### config.mk
export PLATFORM = sky130hd
export DESIGN_NAME = character_registers
export DESIGN_NICKNAME = d
export VERILOG_FILES = /design/src/rtl/character_registers.sv
export SDC_FILE = /design/constraint.sdc
export NUM_CORES = 1
export LEC_CHECK = 0
export ABC_AREA = 1
export BUFFER_PORTS_ARGS = -buffer_cell sky130_fd_sc_hd__buf_2
export CAP_MARGIN = 20
export CELL_PAD_IN_SITES_DETAIL_PLACEMENT = 0
export CELL_PAD_IN_SITES_GLOBAL_PLACEMENT = 1
export CORE_AREA = 2 2 153 110
export CTS_CLUSTER_DIAMETER = 30
export CTS_CLUSTER_SIZE = 28
export DETAILED_ROUTE_END_ITERATION = 7
export DIE_AREA = 0 0 155 112
export PLACE_DENSITY_LB_ADDON = 0.1
export SYNTH_ARGS = -nofsm -noshare
export SYNTH_HDL_FRONTEND = slang
export SYNTH_SLANG_ARGS = --single-unit
### constraint.sdc
create_clock -name clock_50 -period 2.75 [get_ports clock_50]
set_input_delay 0.275 -clock clock_50 [delete_from_list [all_inputs] [get_ports clock_50]]
set_output_delay 0.275 -clock clock_50 [all_outputs]
set_load 0.05 [all_outputs]
### src/rtl/character_registers.sv
// character_registers: position registers for Pacman and four ghosts, with a
// move engine that queries an external wall map before committing a step,
// plus a registered Pacman/ghost collision flag.
module character_registers #(
    parameter int GRID_W = 22,
    parameter int GRID_H = 16,
    parameter int PAC_X0 = 10,
    parameter int PAC_Y0 = 12,
    parameter int G1_X0  = 9,
    parameter int G1_Y0  = 7,
    parameter int G2_X0  = 10,
    parameter int G2_Y0  = 7,
    parameter int G3_X0  = 11,
    parameter int G3_Y0  = 7,
    parameter int G4_X0  = 10,
    parameter int G4_Y0  = 6
) (
    input  logic       clock_50,
    input  logic       reset,
    input  logic [2:0] character_type,
    output logic [7:0] char_x,
    output logic [7:0] char_y,
    output logic       pacman_orientation,
    input  logic       move_req,
    input  logic [2:0] move_char,
    input  logic [1:0] move_dir,
    output logic       busy,
    output logic       move_ack,
    output logic       move_ok,
    output logic [7:0] wall_x,
    output logic [7:0] wall_y,
    input  logic       wall_in,
    output logic       collision
);

    localparam logic [7:0] W_MAX = 8'(GRID_W - 1);
    localparam logic [7:0] H_MAX = 8'(GRID_H - 1);

    // Index 0 is Pacman, 1..4 are the ghosts.
    localparam logic [4:0][7:0] X_INIT = {8'(G4_X0), 8'(G3_X0), 8'(G2_X0), 8'(G1_X0), 8'(PAC_X0)};
    localparam logic [4:0][7:0] Y_INIT = {8'(G4_Y0), 8'(G3_Y0), 8'(G2_Y0), 8'(G1_Y0), 8'(PAC_Y0)};

    typedef enum logic [2:0] {
        S_IDLE  = 3'd0,
        S_CALC  = 3'd1,
        S_WAIT  = 3'd2,
        S_CHECK = 3'd3,
        S_DONE  = 3'd4
    } state_t;

    state_t           r_state;
    state_t           w_next_state;

    logic [4:0][7:0]  r_pos_x;
    logic [4:0][7:0]  r_pos_y;
    logic [2:0]       r_char;
    logic [1:0]       r_dir;
    logic             r_orient;
    logic [7:0]       r_wall_x;
    logic [7:0]       r_wall_y;
    logic             r_move_ok;
    logic             r_collision;

    logic [7:0]       w_cur_x;
    logic [7:0]       w_cur_y;
    logic [7:0]       w_tgt_x;
    logic [7:0]       w_tgt_y;
    logic             w_dir_ok;
    logic             w_tgt_ok;
    logic             w_hit;

    // Select one of the five position entries; out-of-range selects read 0.
    function automatic logic [7:0] pick8(input logic [2:0] idx, input logic [4:0][7:0] arr);
        case (idx)
            3'd0:    pick8 = arr[0];
            3'd1:    pick8 = arr[1];
            3'd2:    pick8 = arr[2];
            3'd3:    pick8 = arr[3];
            3'd4:    pick8 = arr[4];
            default: pick8 = 8'd0;
        endcase
    endfunction

    // Combinational read port for the character picked by character_type.
    always_comb begin
        char_x = pick8(character_type, r_pos_x);
        char_y = pick8(character_type, r_pos_y);
    end

    // Target cell of the latched move: x wraps around the tunnel, y is bounded.
    always_comb begin
        w_cur_x  = pick8(r_char, r_pos_x);
        w_cur_y  = pick8(r_char, r_pos_y);
        w_tgt_x  = w_cur_x;
        w_tgt_y  = w_cur_y;
        w_dir_ok = 1'b0;
        case (r_dir)
            2'b00: begin
                if (w_cur_y == 8'd0) begin
                    w_dir_ok = 1'b0;
                end else begin
                    w_tgt_y  = w_cur_y - 8'd1;
                    w_dir_ok = 1'b1;
                end
            end
            2'b01: begin
                if (w_cur_y >= H_MAX) begin
                    w_dir_ok = 1'b0;
                end else begin
                    w_tgt_y  = w_cur_y + 8'd1;
                    w_dir_ok = 1'b1;
                end
            end
            2'b10: begin
                w_dir_ok = 1'b1;
                if ((w_cur_x == 8'd0) || (w_cur_x > W_MAX)) begin
                    w_tgt_x = W_MAX;
                end else begin
                    w_tgt_x = w_cur_x - 8'd1;
                end
            end
            2'b11: begin
                w_dir_ok = 1'b1;
                if (w_cur_x >= W_MAX) begin
                    w_tgt_x = 8'd0;
                end else begin
                    w_tgt_x = w_cur_x + 8'd1;
                end
            end
            default: begin
                w_dir_ok = 1'b0;
            end
        endcase
    end

    // A move is worth a wall query only for a real character and an in-grid target.
    assign w_tgt_ok = w_dir_ok & (r_char <= 3'd4);

    // Any ghost on the Pacman cell.
    assign w_hit = ((r_pos_x[1] == r_pos_x[0]) && (r_pos_y[1] == r_pos_y[0])) ||
                   ((r_pos_x[2] == r_pos_x[0]) && (r_pos_y[2] == r_pos_y[0])) ||
                   ((r_pos_x[3] == r_pos_x[0]) && (r_pos_y[3] == r_pos_y[0])) ||
                   ((r_pos_x[4] == r_pos_x[0]) && (r_pos_y[4] == r_pos_y[0]));

    // Move FSM state register.
    always_ff @(posedge clock_50 or negedge reset) begin
        if (!reset) begin
            r_state <= S_IDLE;
        end else begin
            r_state <= w_next_state;
        end
    end

    // Move FSM next-state logic; requests outside IDLE are simply not looked at.
    always_comb begin
        w_next_state = S_IDLE;
        case (r_state)
            S_IDLE: begin
                if (move_req) begin
                    w_next_state = S_CALC;
                end else begin
                    w_next_state = S_IDLE;
                end
            end
            S_CALC: begin
                if (w_tgt_ok) begin
                    w_next_state = S_WAIT;
                end else begin
                    w_next_state = S_DONE;
                end
            end
            S_WAIT:  w_next_state = S_CHECK;
            S_CHECK: w_next_state = S_DONE;
            S_DONE:  w_next_state = S_IDLE;
            default: w_next_state = S_IDLE;
        endcase
    end

    // Move FSM outputs decoded from the state register.
    always_comb begin
        busy     = 1'b0;
        move_ack = 1'b0;
        if (r_state != S_IDLE) begin
            busy = 1'b1;
        end else begin
            busy = 1'b0;
        end
        if (r_state == S_DONE) begin
            move_ack = 1'b1;
        end else begin
            move_ack = 1'b0;
        end
    end

    // Move datapath: latch request, issue wall query, commit or reject the step.
    always_ff @(posedge clock_50 or negedge reset) begin
        if (!reset) begin
            r_pos_x   <= X_INIT;
            r_pos_y   <= Y_INIT;
            r_char    <= 3'd0;
            r_dir     <= 2'b00;
            r_orient  <= 1'b0;
            r_wall_x  <= 8'd0;
            r_wall_y  <= 8'd0;
            r_move_ok <= 1'b0;
        end else begin
            if ((r_state == S_IDLE) && move_req) begin
                r_char <= move_char;
                r_dir  <= move_dir;
            end
            if (r_state == S_CALC) begin
                // Facing follows the requested horizontal direction even if blocked.
                if ((r_char == 3'd0) && r_dir[1]) begin
                    r_orient <= r_dir[0];
                end
                if (w_tgt_ok) begin
                    r_wall_x <= w_tgt_x;
                    r_wall_y <= w_tgt_y;
                end else begin
                    r_move_ok <= 1'b0;
                end
            end
            if (r_state == S_CHECK) begin
                if (!wall_in) begin
                    for (int i = 0; i < 5; i++) begin
                        if (r_char == 3'(i)) begin
                            r_pos_x[i] <= r_wall_x;
                            r_pos_y[i] <= r_wall_y;
                        end
                    end
                    r_move_ok <= 1'b1;
                end else begin
                    r_move_ok <= 1'b0;
                end
            end
        end
    end

    // Registered collision flag, one cycle behind the positions.
    always_ff @(posedge clock_50 or negedge reset) begin
        if (!reset) begin
            r_collision <= 1'b0;
        end else begin
            r_collision <= w_hit;
        end
    end

    assign pacman_orientation = r_orient;
    assign wall_x             = r_wall_x;
    assign wall_y             = r_wall_y;
    assign move_ok            = r_move_ok;
    assign collision          = r_collision;

endmodule
# Word level (Yosys, flattened, before mapping)
# Cells that the tools add are included.
dict set report word_totals {
  elab_cells 101
  inputBits 12
  register_bits 107
}
dict set report op_classes {
  n_addsub 4
  eq_ne 24
  mux 22
  bitwise 2
  magnitude_cmp 4
  n_reduce_logical 27
}
# cell n
set op_table {}
lappend op_table {{8-bit one-hot mux with 5 select lines} 4}
lappend op_table {{8-bit == test} 8}
lappend op_table {{8-bit 2-to-1 mux} 4}
lappend op_table {{8-bit one-hot mux with 2 select lines} 2}
lappend op_table {{3-bit by 2-bit == test with 1-bit output, second input constant} 6}
lappend op_table {{8-bit by 1-bit adder with 8-bit output, second input constant} 2}
lappend op_table {{8-bit logical NOT} 2}
lappend op_table {{8-bit by 1-bit subtractor with 8-bit output, second input constant} 2}
lappend op_table {{3-bit AND reduction} 5}
lappend op_table {{3-bit one-hot mux with 4 select lines} 1}
lappend op_table {{3-bit by 1-bit == test with 1-bit output, second input constant} 3}
lappend op_table {{3-bit == test, second input constant} 3}
lappend op_table {{3-bit logical NOT} 3}
lappend op_table {{1-bit 2-to-1 mux} 9}
lappend op_table {{8-bit by 4-bit greater-or-equal comparator with 1-bit output, second input constant} 1}
lappend op_table {{8-bit by 5-bit greater-or-equal comparator with 1-bit output, second input constant} 1}
lappend op_table {{8-bit by 5-bit > comparator with 1-bit output, second input constant} 1}
lappend op_table {{1-bit logical AND} 6}
lappend op_table {{2-bit AND reduction} 3}
lappend op_table {{2-bit == test, second input constant} 2}
lappend op_table {{1-bit logical OR} 4}
lappend op_table {{3-bit less-or-equal comparator, second input constant} 1}
lappend op_table {{3-bit 2-to-1 mux} 1}
lappend op_table {{1-bit one-hot mux with 3 select lines} 1}
lappend op_table {{other kinds (8)} 8}

# Longest topological paths before layout
dict set report logic_depth {
  word_depth 9
  mapped_depth 21
  mapped_depth_nobuf 19
}

# Worst setup path before layout
# No wires, ideal clock.
dict set report synth_timing {
  path_type {register to register}
  from {reg r_char[0]}
  to {reg r_wall_x[7] (netlist: wall_x[7])}
  setup_time_ns 0.118
  arrival_ns 2.178
  path_buffers 2
  stages_incl_launch_ff 21
  path_slack_ns 0.455
  cell_sequence {dfrtp_1 buf_6 inv_4 nand2_4 nor2_4 buf_6 nand2_1 nand2_1 inv_1 nand2_1 inv_1 ha_1 o21bai_1 nand2_1 nand3_1 inv_1 nor2_2 nand3_1 nand2_1 nand2_1 nand2_1}
}
dict set report synth_via {
  elab_chain_cells 7
  word_cells_on_any_way 24
  cone_classes {add/sub: 2; order compare: 4; eq/ne: 4; mux: 8; bitwise: 1; reduce/logical: 5}
}
# element line
set synth_lines {}
lappend synth_lines {{start: declaration} 56} ;# logic [2:0] r_char;
lappend synth_lines {{start signal: assignment} 208} ;# r_char <= move_char;
lappend synth_lines {{3-bit == test, or another cell as far along} 74} ;# case (idx)
lappend synth_lines {{8-bit one-hot mux with 5 select lines} 74}
lappend synth_lines {{8-bit by 4-bit greater-or-equal comparator with 1-bit output / 8-bit logical NOT (equally long branches)} {107, 99}}
lappend synth_lines {{1-bit 2-to-1 mux (on tied branches)} {107, 99}}
lappend synth_lines {{1-bit one-hot mux with 3 select lines} 97} ;# case (r_dir)
lappend synth_lines {{1-bit bitwise AND} 137} ;# assign w_tgt_ok = w_dir_ok & (r_char <= 3'd4);
lappend synth_lines {{2-bit AND reduction (no line)} --}
lappend synth_lines {{end signal: assignment} 217} ;# r_wall_x <= w_tgt_x;
lappend synth_lines {{end: declaration} 59} ;# logic [7:0] r_wall_x;
# Several ways; a longest one is shown, not always the timed one.
# A chain may end at the register's enable or synchronous reset.

# Final worst setup path
dict set report layout_timing {
  from {reg r_char[1]}
  to {reg r_wall_x[2] (netlist: wall_x[2])}
}
# The elaborated chain is that of the path after synthesis.

==> key figures <==
Synth
  – Synthesized area: 7015 µm²
  – Synth Register Bits: 107
  – Post-synth EDFFs: 0
  – Synth unique cells: 42
  – Synth Warn #: 0
  – Mapped Nets: 987
  – Most common cell in the synthesized netlist: nand2_1
  – Synthesized instance count: 968
  – Mapped Avg Cell Area: 7.247 µm²
  – Most common library cells after synthesis: nand2_1 (279), o21ai_0 (106), inv_1 (100)
  – Share of synthesized flip-flops with an asynchronous set or reset: 1.000
  – Area contributors post-synth: dfrtp_1 (30%), nand2_1 (15%), dfstp_2 (9.0%), o21ai_0 (7.6%), inv_1 (5.4%)
  – Top FF cell, synth: dfrtp_1
  – Area leader, netlist: dfrtp_1
  – Top cell type's share of synthesized area: 0.2961
  – Seq/Total Area, Yosys: 0.3859

Floorplan
  – Starting Density: 0.4397
  – Row Count: 39
  – Ports: 49
  – Die area: 17360 µm²
  – Core Area: 15960 µm²
  – Die Width: 155 µm
  – DIE HEIGHT: 112 µm

Finish
  – Nets: 1033
  – N_diodes: 0
  – Fin util: 0.4946
  – Share of cells above drive strength 1: 0.1766
  – Layout area overhead: 12.50%

Global route
  – Vias in the first global route: 6197
  – Initial antenna violation count: 0
  – Largest net degree at the start of global routing: 55
  – Global-route wire length before repair: 37250 µm
  – Final global-route overflow total: 0
  – GRT Overall Usage: 0.2819

Clock tree
  – H-tree levels: 3
  – Clock net sink count: 107
  – Reg clk slew, reported paths: 80 ps
  – CTS tree: built
  – Clock latency on the worst-skew pair: 370 ps
  – CTS Root Cell: clkbuf_16
  – TritonCTS Buffers: 9
  – CTS Buffer Depth: 2

Route
  – DRC: 0
  – First-pass iteration count of the detailed router: 5
  – Post-route ant nets: 0
  – DR WL/cell: 19.22 µm
  – Routed WL: 23520 µm
  – Number of DRC markers in iteration 0: 699
  – Vias: 6674
  – Via density per instance: 5.453

Timing
  – Setup Viol. Count Final: 0
  – Fin crit share: 0.9285
  – Final setup TNS: 0 ps
  – RSZ-0062 raised after global routing: false
  – Slew headroom: 0.4746
  – Final Critical Period: 2553 ps
  – Post-route setup slack: 196.6 ps
  – Final max-slew violation count: 0
  – Hold Violations, Final: 0
  – Actual slew at the worst max-slew pin: 787.2 ps
  – Peak Freq: 391.6 MHz
  – Clock skew: 14.13 ps

Placement
  – Port-buffer cells: 48
  – DP Worst Slack: -80.80 ps
  – Placer Congestion: 0.9661
  – Post-DP HPWL: 17620 µm

Setup path
  – R2r setup slk: 200 ps
  – CP required: 3060 ps
  – WP data arrival: 2860 ps
  – Critical path, cell by cell: nand3_2 > inv_2 > nand2_1 > nand3_1 > nor2_2 > inv_1 > ha_1 > inv_1 > nor2_2 > nand2_2 > nand2_2 > nand2_4 > nand3_4 > nor2_4 > buf_4 > nand2_1 > nand2_1
  – Setup Crit Path Kind: register to register
  – Startpoint types: register
  – Maximum net fanout on the critical path: 9
  – Worst Setup End Kind: register
  – Max incr delay on CP: 500 ps
  – Critical path's slowest cell: dfrtp_2
  – Critical path's most frequent cell: nand2_1

Status
  – Status: completed

Worst hold path
  – HP Class: input pin to register

Pwr
  – Tot Pwr: 4.955 mW
  – Peak supply drop: 0.2997 mV
  – Pwr dens: 627.8 nW/µm²
  – Leakage Power: 3.999 nW

Flow run
  – Max-Cap Viols: 0
## placed cells by master (no fill, tap or decap), types with 3 or more instances in the layout
cell type / Yosys / final
buf_2: 2 / 47
dfrtp_1: 83 / 81
inv_1: 100 / 100
o22ai_1: 17 / 17
a221oi_1: 11 / 11
o21ai_0: 106 / 106
clkbuf_16: 0 / 9
inv_6: 0 / 3
nor2_2: 9 / 13
nand3_1: 75 / 75
nand2_2: 9 / 10
o21ai_2: 3 / 3
nand2_1: 279 / 278
buf_4: 2 / 31
nor2_4: 8 / 8
nor4_1: 7 / 7
xnor2_1: 10 / 10
xor2_1: 33 / 33
nand3_2: 7 / 7
inv_2: 6 / 6
dfstp_2: 24 / 24
nand4_1: 37 / 37
nor2_1: 52 / 48
ha_1: 7 / 7
a21oi_1: 11 / 11
buf_12: 0 / 4
nor3_1: 8 / 7
## where the power goes
group | leakage (nW) | switching, mW | internal (mW)
clock network | 0.143 | 0.645 | 0.656
logic | 2.48 | 1.21 | 0.497
registers | 1.38 | 0.216 | 1.73
total | 4.00 | 2.07 | 2.88
## timing repair
item	CTS	global route
resized for setup	0	7
buffers inserted	2	2
hold buffers	1	0
hold endpoints to repair	22	0
endpoints found under the setup margin	16	18
pin swaps	1	2
## path summary, 6_finish.rpt
check / startpoint / to / cells past startpoint
max: r_char[1] / wall_x[2] / 17
min: move_dir[1] / r_dir[1] / 3
max reg2reg: r_char[1] / wall_x[2] / 17
min reg2reg: pacman_orientation / pacman_orientation / 2
max in group asynchronous: reset / r_pos_y[3] / 3
min in group asynchronous: reset / r_pos_y[37] / 2
## final cells by class
cell class | count | area (µm²)
sequential | 107 | 2710
timing repair buffer | 83 | 558.0
inverter | 108 | 407.9
multi-input combinational | 705 | 3675
clock inverter | 5 | 42.54
tap | 205 | 256.5
fill | 1642 | 8064
clock buffer | 11 | 242.7
## worst max-delay path, delay by kind of cell, from the launching register on
| family | cells | cell delay (ps) |
|---|---|---|
| flip-flops | 1 | 500 |
| buffers and inverters | 4 | 480 |
| adder cells (fa/ha/maj) | 1 | 220 |
| AND/OR/NAND/NOR | 12 | 1270 |
## state kept, by name, summed over array words and instances, names as in the netlist, 2 cells and up
| signal | count |
|---|---|
| wall_y | 8 |
| r_pos_y | 40 |
| r_dir | 2 |
| r_char | 3 |
| r_pos_x | 40 |
| wall_x | 8 |
| r_state | 3 |
## metrics by stage
stage | std cells | hold WS (ps) | cell area, µm²
2_1_floorplan | 968 | -20.59 | 7015
3_3_place_gp | 1203 | 313.1 | 7527
3_5_place_dp | 1203 | 312.0 | 7527
4_1_cts | 1222 | 151.7 | 7850
5_1_grt | 1224 | 189.3 | 7893
6_report | 1224 | 157.1 | 7893
## layer usage
layer | wire length [µm] | share of wire | track usage
met1 | 11200 | 0.48 | 0.4255
met2 | 10060 | 0.43 | 0.4142
met3 | 2024 | 0.086 | 0.06501
met4 | 233 | 0.0099 | 0.05370
met5 | 0 | 0 | 0
## cell families (layout without fill, tap and decap cells)
kind of cell | after synthesis | count (layout) | synth area share
DFF | 107 | 107 | 0.3859
adders and majority gates | 7 | 7 | 0.01248
AOI/OAI and AO/OA | 153 | 153 | 0.1218
buffers and inverters | 156 | 207 | 0.09274
and+or+nand+nor | 502 | 502 | 0.3333
xor gates and xnor gates | 43 | 43 | 0.05368
No activity file was read; power rests on OpenSTA's default activity.
